$ cat src/rtl/branch_predictor.sv
// Direct-mapped table of 2-bit saturating counters for branch direction prediction.
// Predicts combinationally in fetch, trains and counts performance events from execute checks.
module branch_predictor #(
    parameter int N_ENTRIES = 32
) (
    input  logic        clk,
    input  logic        rst,
    input  logic        pred_en,
    input  logic [31:0] fetch_pc,
    input  logic        fetch_is_br,
    output logic        pred_taken,
    input  logic        check_valid,
    input  logic        check_taken,
    input  logic        check_pred,
    input  logic [31:0] check_pc,
    input  logic        perf_clr,
    output logic        mispredict,
    output logic [31:0] br_count,
    output logic [31:0] mispred_count
);
    localparam int INDEX_W = $clog2(N_ENTRIES);

    logic [N_ENTRIES-1:0][1:0] table_q, table_d;
    logic                      mispredict_q, mispredict_d;
    logic [31:0]               br_count_q, br_count_d;
    logic [31:0]               mispred_count_q, mispred_count_d;

    logic [INDEX_W-1:0] rd_idx, upd_idx;
    logic [1:0]         upd_cur;
    logic               mispred;

    assign rd_idx  = fetch_pc[INDEX_W+1:2];
    assign upd_idx = check_pc[INDEX_W+1:2];
    assign upd_cur = table_q[upd_idx];
    assign mispred = check_valid & (check_pred != check_taken);

    // Read the registered table: a same-cycle update to this entry is not bypassed.
    assign pred_taken = pred_en & fetch_is_br & table_q[rd_idx][1];

    always_comb begin
        table_d = table_q;
        if (check_valid) begin
            if (check_taken && upd_cur != 2'b11)
                table_d[upd_idx] = upd_cur + 2'd1;
            else if (!check_taken && upd_cur != 2'b00)
                table_d[upd_idx] = upd_cur - 2'd1;
        end
    end

    always_comb begin
        mispredict_d    = mispred;
        br_count_d      = br_count_q + {31'd0, check_valid};
        mispred_count_d = mispred_count_q + {31'd0, mispred};
        if (perf_clr) begin
            br_count_d      = '0;
            mispred_count_d = '0;
        end
    end

    always_ff @(posedge clk or posedge rst) begin
        if (rst) begin
            table_q         <= {N_ENTRIES{2'b01}};
            mispredict_q    <= 1'b0;
            br_count_q      <= '0;
            mispred_count_q <= '0;
        end else begin
            table_q         <= table_d;
            mispredict_q    <= mispredict_d;
            br_count_q      <= br_count_d;
            mispred_count_q <= mispred_count_d;
        end
    end

    assign mispredict    = mispredict_q;
    assign br_count      = br_count_q;
    assign mispred_count = mispred_count_q;

    // Only the index bits of the PCs select an entry.
    logic unused_pc_bits;
    assign unused_pc_bits = ^{fetch_pc[31:INDEX_W+2], fetch_pc[1:0],
                              check_pc[31:INDEX_W+2], check_pc[1:0]};

endmodule
$ cat config.mk
export PLATFORM = sky130hd
export DESIGN_NAME = branch_predictor
export DESIGN_NICKNAME = d
export VERILOG_FILES = /design/src/rtl/branch_predictor.sv
export SDC_FILE = /design/constraint.sdc
export NUM_CORES = 1
export LEC_CHECK = 0
export CELL_PAD_IN_SITES_DETAIL_PLACEMENT = 0
export CELL_PAD_IN_SITES_GLOBAL_PLACEMENT = 1
export CORE_ASPECT_RATIO = 0.9
export CORE_MARGIN = 3
export CORE_UTILIZATION = 54
export DETAILED_ROUTE_END_ITERATION = 6
export DONT_BUFFER_PORTS = 1
export PLACE_DENSITY_LB_ADDON = 0.12
export REMOVE_ABC_BUFFERS = 1
export SYNTH_ARGS = -nofsm -noshare
export SYNTH_HDL_FRONTEND = slang
export SYNTH_SLANG_ARGS = --single-unit
$ cat constraint.sdc
create_clock -name clk -period 10.1 [get_ports clk]
set_input_delay 3.03 -clock clk [delete_from_list [all_inputs] [get_ports clk]]
set_output_delay 3.03 -clock clk [all_outputs]
set_load 0.05 [all_outputs]
After elaboration in Yosys (flattened, before gate mapping)
Index checks and enable logic that the tools add are counted.

word-level totals
  register bits after elaboration = 129
  input bits = 72
  output and inout bits = 66

operators by class
  $add $sub $neg = 4
  $lt $le $gt $ge = 3
  equality and inequality tests = 2
  mux-type cells = 12
  bitwise logic cells = 3
  reduce and logical (&&, ||, !) cells = 7

operators with widths
  operator               number
  $bwmux W64             2
  $mux W64               2
  $add A32 B1 Y32        2
  $mux W32               2
  $bmux W2 S5            2
  $lt A5 B6 Y1 const B   2
  $demux W2 S5           1
  $mux W2                3
  $ge A5 B1 Y1 const B   1
  $reduce_bool A2 Y1     2
  $and A1 B1 Y1          3
  $logic_and A1 B1 Y1    3
  $add A2 B1 Y2 const B  1
  $ne A2 B2 Y1 const B   1
  $reduce_and A2 Y1      1
  $sub A2 B1 Y2 const B  1
  $logic_not A1 Y1       1
  $ne A1 B1 Y1           1

Depth between registers and ports, before layout
Gate-level depths: netlist of the first run.

  depth in word-level cells = 7
  mapped depth = 14
  gate-level depth less buffers = 11

Worst setup path after synthesis of the first run
Ideal clock, no wire load.

  path type = input-to-output
  from = input port fetch_pc[4]
  to = output port pred_taken
  arrival time = 4.947 ns
  data required time = 7.070 ns
  slack = 2.123 ns
  stages on the path = 6
  path buffers = 1
  cells stage by stage = buf_2 > mux4_2 > mux2i_1 > nand2_1 > o21ai_0 > a211oi_1

between the ends
  word-level cells in the longest chain between the ends = 3

RTL lines
  item                           line  source
  start: declaration             9     input logic [31:0] fetch_pc,
  $bmux W2 S5                    38    assign pred_taken = pred_en & fetch_is_br & table_q[rd_idx][1];
  $mux W2 (not written as such)  38
  $and A1 B1 Y1                  38
  end: declaration               11    output logic pred_taken,

Every way passes these cells. The select of a mux whose other input is x is not followed.

Worst setup path after layout of the first run
Ends and elaborated chain as after synthesis.

==> load_flow_metrics.sql, run 1 <==
INSERT INTO impl_metrics (metric_group, metric, value, unit) VALUES
('floorplan', 'dieHeight', '112.1', 'microns'),
('worst_setup_path', 'critPathSlowestCell', 'sky130_fd_sc_hd__a2111oi_0', ''),
('timing', 'report.final.hold_viol_count', '0', ''),
('finish', 'nFillCells', '995', ''),
('logic_synthesis', 'synth-compound-area-share', '3.912', '%'),
('logic_synthesis', 'synth.ff_latch_count', '129', ''),
('placement', 'numPlacedInstances', '732', ''),
('routing', 'route.antenna.remaining_nets', '0', ''),
('logic_synthesis', 'synth_xor_area_share', '6.230', '%'),
('logic_synthesis', 'synth_largest_area_cell', 'sky130_fd_sc_hd__dfrtp_1', ''),
('logic_synthesis', 'synth_simple_gate_area_share', '17.99', '%'),
('min_path', 'holdPathEnd', 'table_q[17]$_DFFE_PP0P_', ''),
('pwr', 'power-per-cell-area', '204.0', 'nW/um^2'),
('clock_network', 'ctsHoldBuffers', '0', ''),
('timing', 'final_max_slew_viol_count', '0', ''),
('routing', 'viasPerCell', '6.033', ''),
('logic_synthesis', 'ys_flop_type', 'sky130_fd_sc_hd__dfrtp_1', ''),
('finish', 'syn_to_final_growth', '9.753', '%'),
('worst_setup_path', 'cp_slowest_stage_delay', '480', 'ps'),
('logic_synthesis', 'synthesis.yosys.warnings', '0', ''),
('clock_network', 'htree_levels', '4', ''),
('timing', 'setup_viol', '0', ''),
('worst_setup_path', 'reg2reg_to', 'table_q[41]$_DFFE_PP0P_', ''),
('logic_synthesis', 'synth_sequential_area_ratio', '48.43', '%'),
('grt', 'gr-total-overflow', '0', ''),
('clock_network', 'cts-resized-gates', '0', ''),
('logic_synthesis', 'synth_top_family_by_area', 'multiplexers', ''),
('timing', 'worst_slew_margin_rel', '33.57', '%'),
('floorplan', 'start_util', '55.66', '%'),
('pwr', 'power_frac_seq', '45.0', '%'),
('grt', 'track_usage', '23.35', '%'),
('grt', 'first_global_vias', '4685', ''),
('clock_network', 'cts_buffers', '17', ''),
('clock_network', 'cts_tree', 'done', ''),
('logic_synthesis', 'synth_instances', '597', ''),
('grt', 'grt_max_degree', '82', ''),
('worst_setup_path', 'worstPathBufferInverterCount', '0', ''),
('placement', 'place.gp.congestion', '0.8737', ''),
('timing', 'worst_pin_slew', '996.4', 'ps'),
('worst_setup_path', 'timing_worst_setup_path_type', 'in -> out', ''),
('grt', 'antenna_violations_before_repair', '0', ''),
('clock_network', 'clockRootBuffer', 'sky130_fd_sc_hd__clkbuf_16', ''),
('worst_setup_path', 'maximum_fanout_encountered_on_the_critical_timing_path', '8', ''),
('floorplan', 'pin_count', '138', ''),
('grt', 'global_route_wire_length_before_repair', '25.05', 'mm'),
('pwr', 'power_report.internal_total', '1124', 'uW'),
('clock_network', 'cts_post_setup_buffers_inserted', '0', ''),
('min_path', 'number_of_instances_on_the_worst_hold_path', '1', ''),
('timing', 'rsz0062_at_grt', 'no', ''),
('floorplan', 'rows', '38', ''),
('finish', 'num_antenna_cells', '0', ''),
('logic_synthesis', 'yosysUniqueCellTypes', '47', ''),
('floorplan', 'die_width', '123.8', 'microns'),
('worst_setup_path', 'crit_path_cell_trace', 'mux4_2 -> nor2b_1 -> a2111oi_0 -> a211oi_2', ''),
('logic_synthesis', 'async_flop_share', '100.0', '%'),
('worst_setup_path', 'start_kind', 'primary input', ''),
('worst_setup_path', 'worst_ep_arrival_time', '4360', 'ps'),
('routing', 'drc_errors_left', '0', ''),
('placement', 'port_buffers', '0', ''),
('timing', 'maxClockFrequency', '135.4', 'MHz'),
('status', 'outcome', 'completed', ''),
('logic_synthesis', 'yosysTopAreaCellShare', '35.97', '%'),
('timing', 'tmin_final', '7385', 'ps'),
('min_path', 'worst_hold_startpoint', 'table_q[17]$_DFFE_PP0P_', ''),
('worst_setup_path', 'worstPathRequired', '7070', 'ps'),
('placement', 'total_half_perimeter_wirelength_after_legalization_and_detailed_placement', '10.13', 'mm'),
('routing', 'num_vias', '4609', ''),
('worst_setup_path', 'critical_path.endpoint_type', 'output pin', ''),
('routing', 'drt_wl_total', '14.99', 'mm'),
('pwr', 'netSwitchingFraction', '25.59', '%'),
('logic_synthesis', 'postSynthAreaPerCell', '11.30', 'sq um');
==> cell type report <==
cell class	count	area [sq um]	share of cell area, %
sequential	129	3268	44.13
clock inverter	6	80.08	1.081
inverter	12	47.55	0.6420
timing repair buffer	4	30.03	0.4055
clock buffer	26	489.2	6.606
multi-input combinational	427	3291	44.43
tap	160	200.2	2.703
==> layer usage <==
layer / GRT usage [%] / wire, microns / share of wire [%]
met5: 0 / 0 / 0
met1: 33.20 / 6723 / 45
met3: 5.290 / 920 / 6.1
met4: 8.635 / 257 / 1.7
met2: 35.28 / 7093 / 47
==> through the flow <==
stage          utilization, %  cell area [sq um]  total power, uW
2_1_floorplan               -               6591            839.5
3_3_place_gp            56.39               6837            910.5
3_5_place_dp            56.39               6837            920.8
4_1_cts                 61.08               7406             1523
5_1_grt                 61.08               7406             1577
6_report                61.08               7406             1511
==> logic make-up (layout without fill, tap and decap cells) <==
logic type | count (synthesis) | count (layout)
simple gates | 228 | 228
flops | 129 | 129
mux | 101 | 101
xor+xnor | 48 | 48
compound gates | 44 | 44
buf+inv | 41 | 48
fa+ha+maj | 6 | 6
==> worst max path at each step <==
stage               depth (start not counted)        start  slack (ps)          to
finish                                      4  fetch_pc[4]        2710  pred_taken
global route                                4  fetch_pc[4]        2600  pred_taken
CTS                                         4  fetch_pc[4]        2700  pred_taken
detailed placement                          4  fetch_pc[4]        2700  pred_taken
global placement                            5  fetch_pc[4]        2720  pred_taken
floorplan                                   4  fetch_pc[4]        2330  pred_taken
==> cell usage after synthesis, types with 7 or more instances <==
cell type                  count
sky130_fd_sc_hd__dfrtp_1      97
sky130_fd_sc_hd__nor2_1       74
sky130_fd_sc_hd__mux2_2       66
sky130_fd_sc_hd__dfstp_2      32
sky130_fd_sc_hd__nand2_1      31
sky130_fd_sc_hd__xor2_1       28
sky130_fd_sc_hd__nand3_1      21
sky130_fd_sc_hd__nand4_1      20
sky130_fd_sc_hd__xnor2_1      20
sky130_fd_sc_hd__clkbuf_1     19
sky130_fd_sc_hd__mux2i_1      19
sky130_fd_sc_hd__a21oi_1      14
sky130_fd_sc_hd__mux4_2       13
sky130_fd_sc_hd__o21ai_0      13
sky130_fd_sc_hd__or3_1        12
sky130_fd_sc_hd__and3_1       11
sky130_fd_sc_hd__inv_1        11
sky130_fd_sc_hd__and4_1       10
sky130_fd_sc_hd__nor4_1       10
sky130_fd_sc_hd__and2_1        8
sky130_fd_sc_hd__o22ai_1       8
sky130_fd_sc_hd__nor3_1        7
==> cells in the final DEF, fill, tap and decap left out, types with 2 or more instances in the layout <==
master and n:
sky130_fd_sc_hd__clkbuf_16 17, sky130_fd_sc_hd__o22ai_1 8, sky130_fd_sc_hd__mux2_2 66, sky130_fd_sc_hd__a22o_1 3, sky130_fd_sc_hd__nand2_1 31, sky130_fd_sc_hd__clkbuf_1 6, sky130_fd_sc_hd__or3_1 12, sky130_fd_sc_hd__clkbuf_8 3
sky130_fd_sc_hd__o21ai_0 13, sky130_fd_sc_hd__dfrtp_1 97, sky130_fd_sc_hd__mux2i_1 19, sky130_fd_sc_hd__and4_1 10, sky130_fd_sc_hd__ha_1 6, sky130_fd_sc_hd__and3_1 11, sky130_fd_sc_hd__nor4_4 2, sky130_fd_sc_hd__xor2_1 28
sky130_fd_sc_hd__nor3_1 7, sky130_fd_sc_hd__and2_1 8, sky130_fd_sc_hd__clkinv_2 4, sky130_fd_sc_hd__dfstp_2 32, sky130_fd_sc_hd__nor2_1 74, sky130_fd_sc_hd__mux4_1 3, sky130_fd_sc_hd__nand3_1 21, sky130_fd_sc_hd__inv_1 10
sky130_fd_sc_hd__xnor2_1 19, sky130_fd_sc_hd__nand3b_1 6, sky130_fd_sc_hd__a21oi_1 14, sky130_fd_sc_hd__nor4_1 10, sky130_fd_sc_hd__mux4_2 13, sky130_fd_sc_hd__or4_1 2, sky130_fd_sc_hd__nand2b_1 2, sky130_fd_sc_hd__buf_4 4
sky130_fd_sc_hd__nand4_1 20, sky130_fd_sc_hd__bufinv_16 2, sky130_fd_sc_hd__nor2b_1 6
==> power by group through the flow <==
stage | logic (uW) | registers [uW] | clock network (uW)
finish | 234 | 680 | 596
detailed placement | 234 | 687 | 0
CTS | 236 | 679 | 608
global route | 257 | 690 | 631
floorplan | 178 | 661 | 0
global placement | 227 | 683 | 0
==> worst register-to-register path, cell delays in order (launching register included) <==
cell                      delay (ps)
sky130_fd_sc_hd__dfrtp_1         410
sky130_fd_sc_hd__mux4_2          480
sky130_fd_sc_hd__a22o_1          290
sky130_fd_sc_hd__nor4_4          360
sky130_fd_sc_hd__inv_2            50
sky130_fd_sc_hd__ha_1            180
sky130_fd_sc_hd__nor2b_1         220
sky130_fd_sc_hd__o21a_1          240
sky130_fd_sc_hd__nor3b_2         610
sky130_fd_sc_hd__nand2_1         230
sky130_fd_sc_hd__mux2_2          330
(Power assumes the default switching activity.)
==> inputs of run 2 (changes only) <==
--- a/config.mk
+++ b/config.mk
@@ -9,7 +9,7 @@
 export CELL_PAD_IN_SITES_GLOBAL_PLACEMENT = 1
 export CORE_ASPECT_RATIO = 0.9
 export CORE_MARGIN = 3
-export CORE_UTILIZATION = 54
+export CORE_UTILIZATION = 50
 export DETAILED_ROUTE_END_ITERATION = 6
 export DONT_BUFFER_PORTS = 1
 export PLACE_DENSITY_LB_ADDON = 0.12
==> constraint.sdc (replaced) <==
create_clock -name clk -period 7.3 [get_ports clk]
set_input_delay 2.19 -clock clk [delete_from_list [all_inputs] [get_ports clk]]
set_output_delay 2.19 -clock clk [all_outputs]
set_load 0.05 [all_outputs]
==> run 2 against run 1 <==
Against the previous run: sequential share of layout area down 0.33 points; critical path type unchanged; global-route usage is 2.2 points lower; clock power is 51% higher; routed wire length decreased by 2.0%; first-iteration DRC count shrank 25%; register-to-register slack lost 2900 ps; clock skew increased by 2.6 ps; worst setup slack got worse by 1200 ps; die area up 7.6%.
==> load_flow_metrics.sql, run 2 (synthesis results as in run 1) <==
INSERT INTO impl_metrics (metric_group, metric, value, unit) VALUES
('floorplan', 'placeableCoreArea', '12930', 'sq um'),
('clock_network', 'worstSkewPairLatency', '410', 'ps'),
('grt', 'antenna_violations_before_repair', '0', ''),
('timing', 'layout_worst_path_cycle_share', '78.71', '%'),
('worst_setup_path', 'start_kind', 'primary input', ''),
('routing', 'detail_route.wl_per_cell', '19.16', 'microns'),
('floorplan', 'dieHeight', '116.2', 'microns'),
('floorplan', 'die_width', '128.5', 'microns'),
('worst_setup_path', 'maximum_fanout_encountered_on_the_critical_timing_path', '8', ''),
('floorplan', 'pin_count', '138', ''),
('worst_setup_path', 'crit_end', 'pred_taken', ''),
('timing', 'maxClockFrequency', '174.0', 'MHz'),
('timing', 'whs', '523.9', 'ps'),
('clock_network', 'ctsHoldBuffers', '0', ''),
('finish', 'most-common-layout-cells', 'sky130_fd_sc_hd__dfrtp_1 (97), sky130_fd_sc_hd__nor2_1 (74), sky130_fd_sc_hd__mux2_2 (66)', ''),
('worst_setup_path', 'worstPathRequired', '5110', 'ps'),
('clock_network', 'cts_buffers', '17', ''),
('min_path', 'worstHoldPathType', 'reg -> reg', ''),
('routing', 'routed-wl-met2', '7.038', 'mm'),
('finish', 'final_common_cell', 'sky130_fd_sc_hd__dfrtp_1', ''),
('finish', 'final_core_utilization', '57.71', '%'),
('worst_setup_path', 'timing_worst_setup_path_type', 'in -> out', ''),
('routing', 'detailedRoute.firstPassIterationCount', '5', ''),
('clock_network', 'cts_num_sinks', '129', ''),
('status', 'outcome', 'completed', ''),
('job', 'max-cap-violations', '0', ''),
('clock_network', 'cts-resized-gates', '0', ''),
('finish', 'final_layout_size_suffix_gt1_share', '25.70', '%'),
('worst_setup_path', 'ff2ff_path_depth', '11', ''),
('pwr', 'max-vdd-ir-drop', '0.0001676', 'V'),
('clock_network', 'cts_tree', 'done', ''),
('worst_setup_path', 'reg2reg_to', 'table_q[49]$_DFFE_PP0P_', ''),
('clock_network', 'clock_path_buffers', '2', ''),
('placement', 'total_half_perimeter_wirelength_after_legalization_and_detailed_placement', '9.992', 'mm'),
('floorplan', 'design.die.area', '14930', 'sq um'),
('timing', 'rsz0062_at_grt', 'no', ''),
('placement', 'place.gp.congestion', '0.8375', ''),
('routing', 'route.antenna.remaining_nets', '0', ''),
('floorplan', 'start_util', '52.18', '%'),
('finish', 'num_antenna_cells', '0', ''),
('finish', 'syn_to_final_growth', '10.59', '%'),
('grt', 'gr-total-overflow', '0', ''),
('worst_setup_path', 'critical_path.endpoint_type', 'output pin', ''),
('routing', 'detail_route.wirelength.met1', '6.562', 'mm'),
('grt', 'first_global_vias', '4726', ''),
('pwr', 'power-per-cell-area', '288.3', 'nW/um^2'),
('finish', 'design.final.nets', '668', ''),
('placement', 'port_buffers', '0', ''),
('timing', 'report.final.hold_viol_count', '0', ''),
('worst_setup_path', 'cp-startpoint', 'fetch_pc[4]', ''),
('timing', 'timing.clock.skew', '7.327', 'ps'),
('finish', 'nFillCells', '1099', ''),
('timing', 'tmin_final', '5746', 'ps'),
('worst_setup_path', 'reg2reg_setup_slack', '3680', 'ps'),
('grt', 'grt_max_degree', '81', ''),
('routing', 'drt_iter0_markers', '256', ''),
('clock_network', 'htree_levels', '4', ''),
('routing', 'drt_wl_total', '14.69', 'mm'),
('routing', 'viasPerCell', '6.023', ''),
('pwr', 'design_power_total', '2151', 'uW'),
('clock_network', 'clockRootBuffer', 'sky130_fd_sc_hd__clkbuf_16', ''),
('grt', 'global_route_wire_length_before_repair', '24.61', 'mm'),
('worst_setup_path', 'worst_ep_arrival_time', '3560', 'ps'),
('grt', 'track_usage', '21.13', '%'),
('clock_network', 'clkSlewWorstSetupHoldPaths', '60', 'ps'),
('floorplan', 'rows', '39', ''),
('timing', 'tns', '0', 'ps'),
('min_path', 'worst_hold_startpoint', 'table_q[57]$_DFFE_PP0P_', ''),
('routing', 'met3_wire_len', '918', 'microns'),
('routing', 'routed.top_layer', 'met4', ''),
('routing', 'drc_errors_left', '0', ''),
('pwr', 'cellLeakagePower', '0.003102', 'uW'),
('clock_network', 'cts_post_setup_buffers_inserted', '0', ''),
('routing', 'num_vias', '4620', ''),
('timing', 'worst_slew_margin_rel', '34.62', '%'),
('timing', 'final_max_slew_viol_count', '0', ''),
('timing', 'setup_viol', '0', ''),
('timing', 'worst_pin_slew', '980.8', 'ps');
run 2: cell types whose count changed in the layout (fill, tap and decap cells not counted), sizes merged:
| cell | before | now |
|---|---|---|
| clkbuf | 26 | 24 |
| clkinvlp | 0 | 2 |
| buf | 4 | 3 |
| bufinv | 2 | 3 |
| clkinv | 4 | 3 |
run 2: worst min path at each step:
stage                                         end  slack, ps  cells after the start
after detailed placement  table_q[57]$_DFFE_PP0P_        510                      1
final                     table_q[57]$_DFFE_PP0P_        520                      1
after global placement    table_q[57]$_DFFE_PP0P_        500                      1
after floorplan           table_q[17]$_DFFE_PP0P_        490                      1
after CTS                 table_q[57]$_DFFE_PP0P_        520                      1
after global routing      table_q[57]$_DFFE_PP0P_        550                      1
run 2: layout make-up:
class | count | area, sq um | area share [%]
Multi-Input combinational cell | 427 | 3283 | 44.00
Sequential cell | 129 | 3268 | 43.80
Clock buffer | 24 | 511.7 | 6.858
Tap cell | 164 | 205.2 | 2.750
Clock inverter | 8 | 123.9 | 1.660
Inverter | 12 | 47.55 | 0.6372
Timing Repair Buffer | 3 | 22.52 | 0.3018
run 2: stage by stage:
stage               area [sq um]  setup slack (ps)  std cells
floorplan                   6591              1209        568
global placement            6827              1565        735
detailed placement          6827              1544        735
CTS                         7462              1547        767
global route                7462              1426        767
finish                      7462              1554        767
run 2: routing by layer:
| metal | vias to the layer above | GRT usage [%] |
|---|---|---|
| li1 | 2146 | - |
| met1 | 2345 | 28.09 |
| met2 | 114 | 33.11 |
| met3 | 15 | 6.584 |
| met4 | 0 | 7.284 |
| met5 | - | 0 |
run 2: power by group:
group	switching [uW]	internal (uW)
registers	84.0	854
logic	147	168
clock network	307	591
total	538	1610
run 2: worst max-delay path, cell delays in order:
cell                       delay (ps)
sky130_fd_sc_hd__mux4_2           310
sky130_fd_sc_hd__mux2i_1          100
sky130_fd_sc_hd__nand2_1           80
sky130_fd_sc_hd__o21ai_0          100
sky130_fd_sc_hd__a211oi_2         780
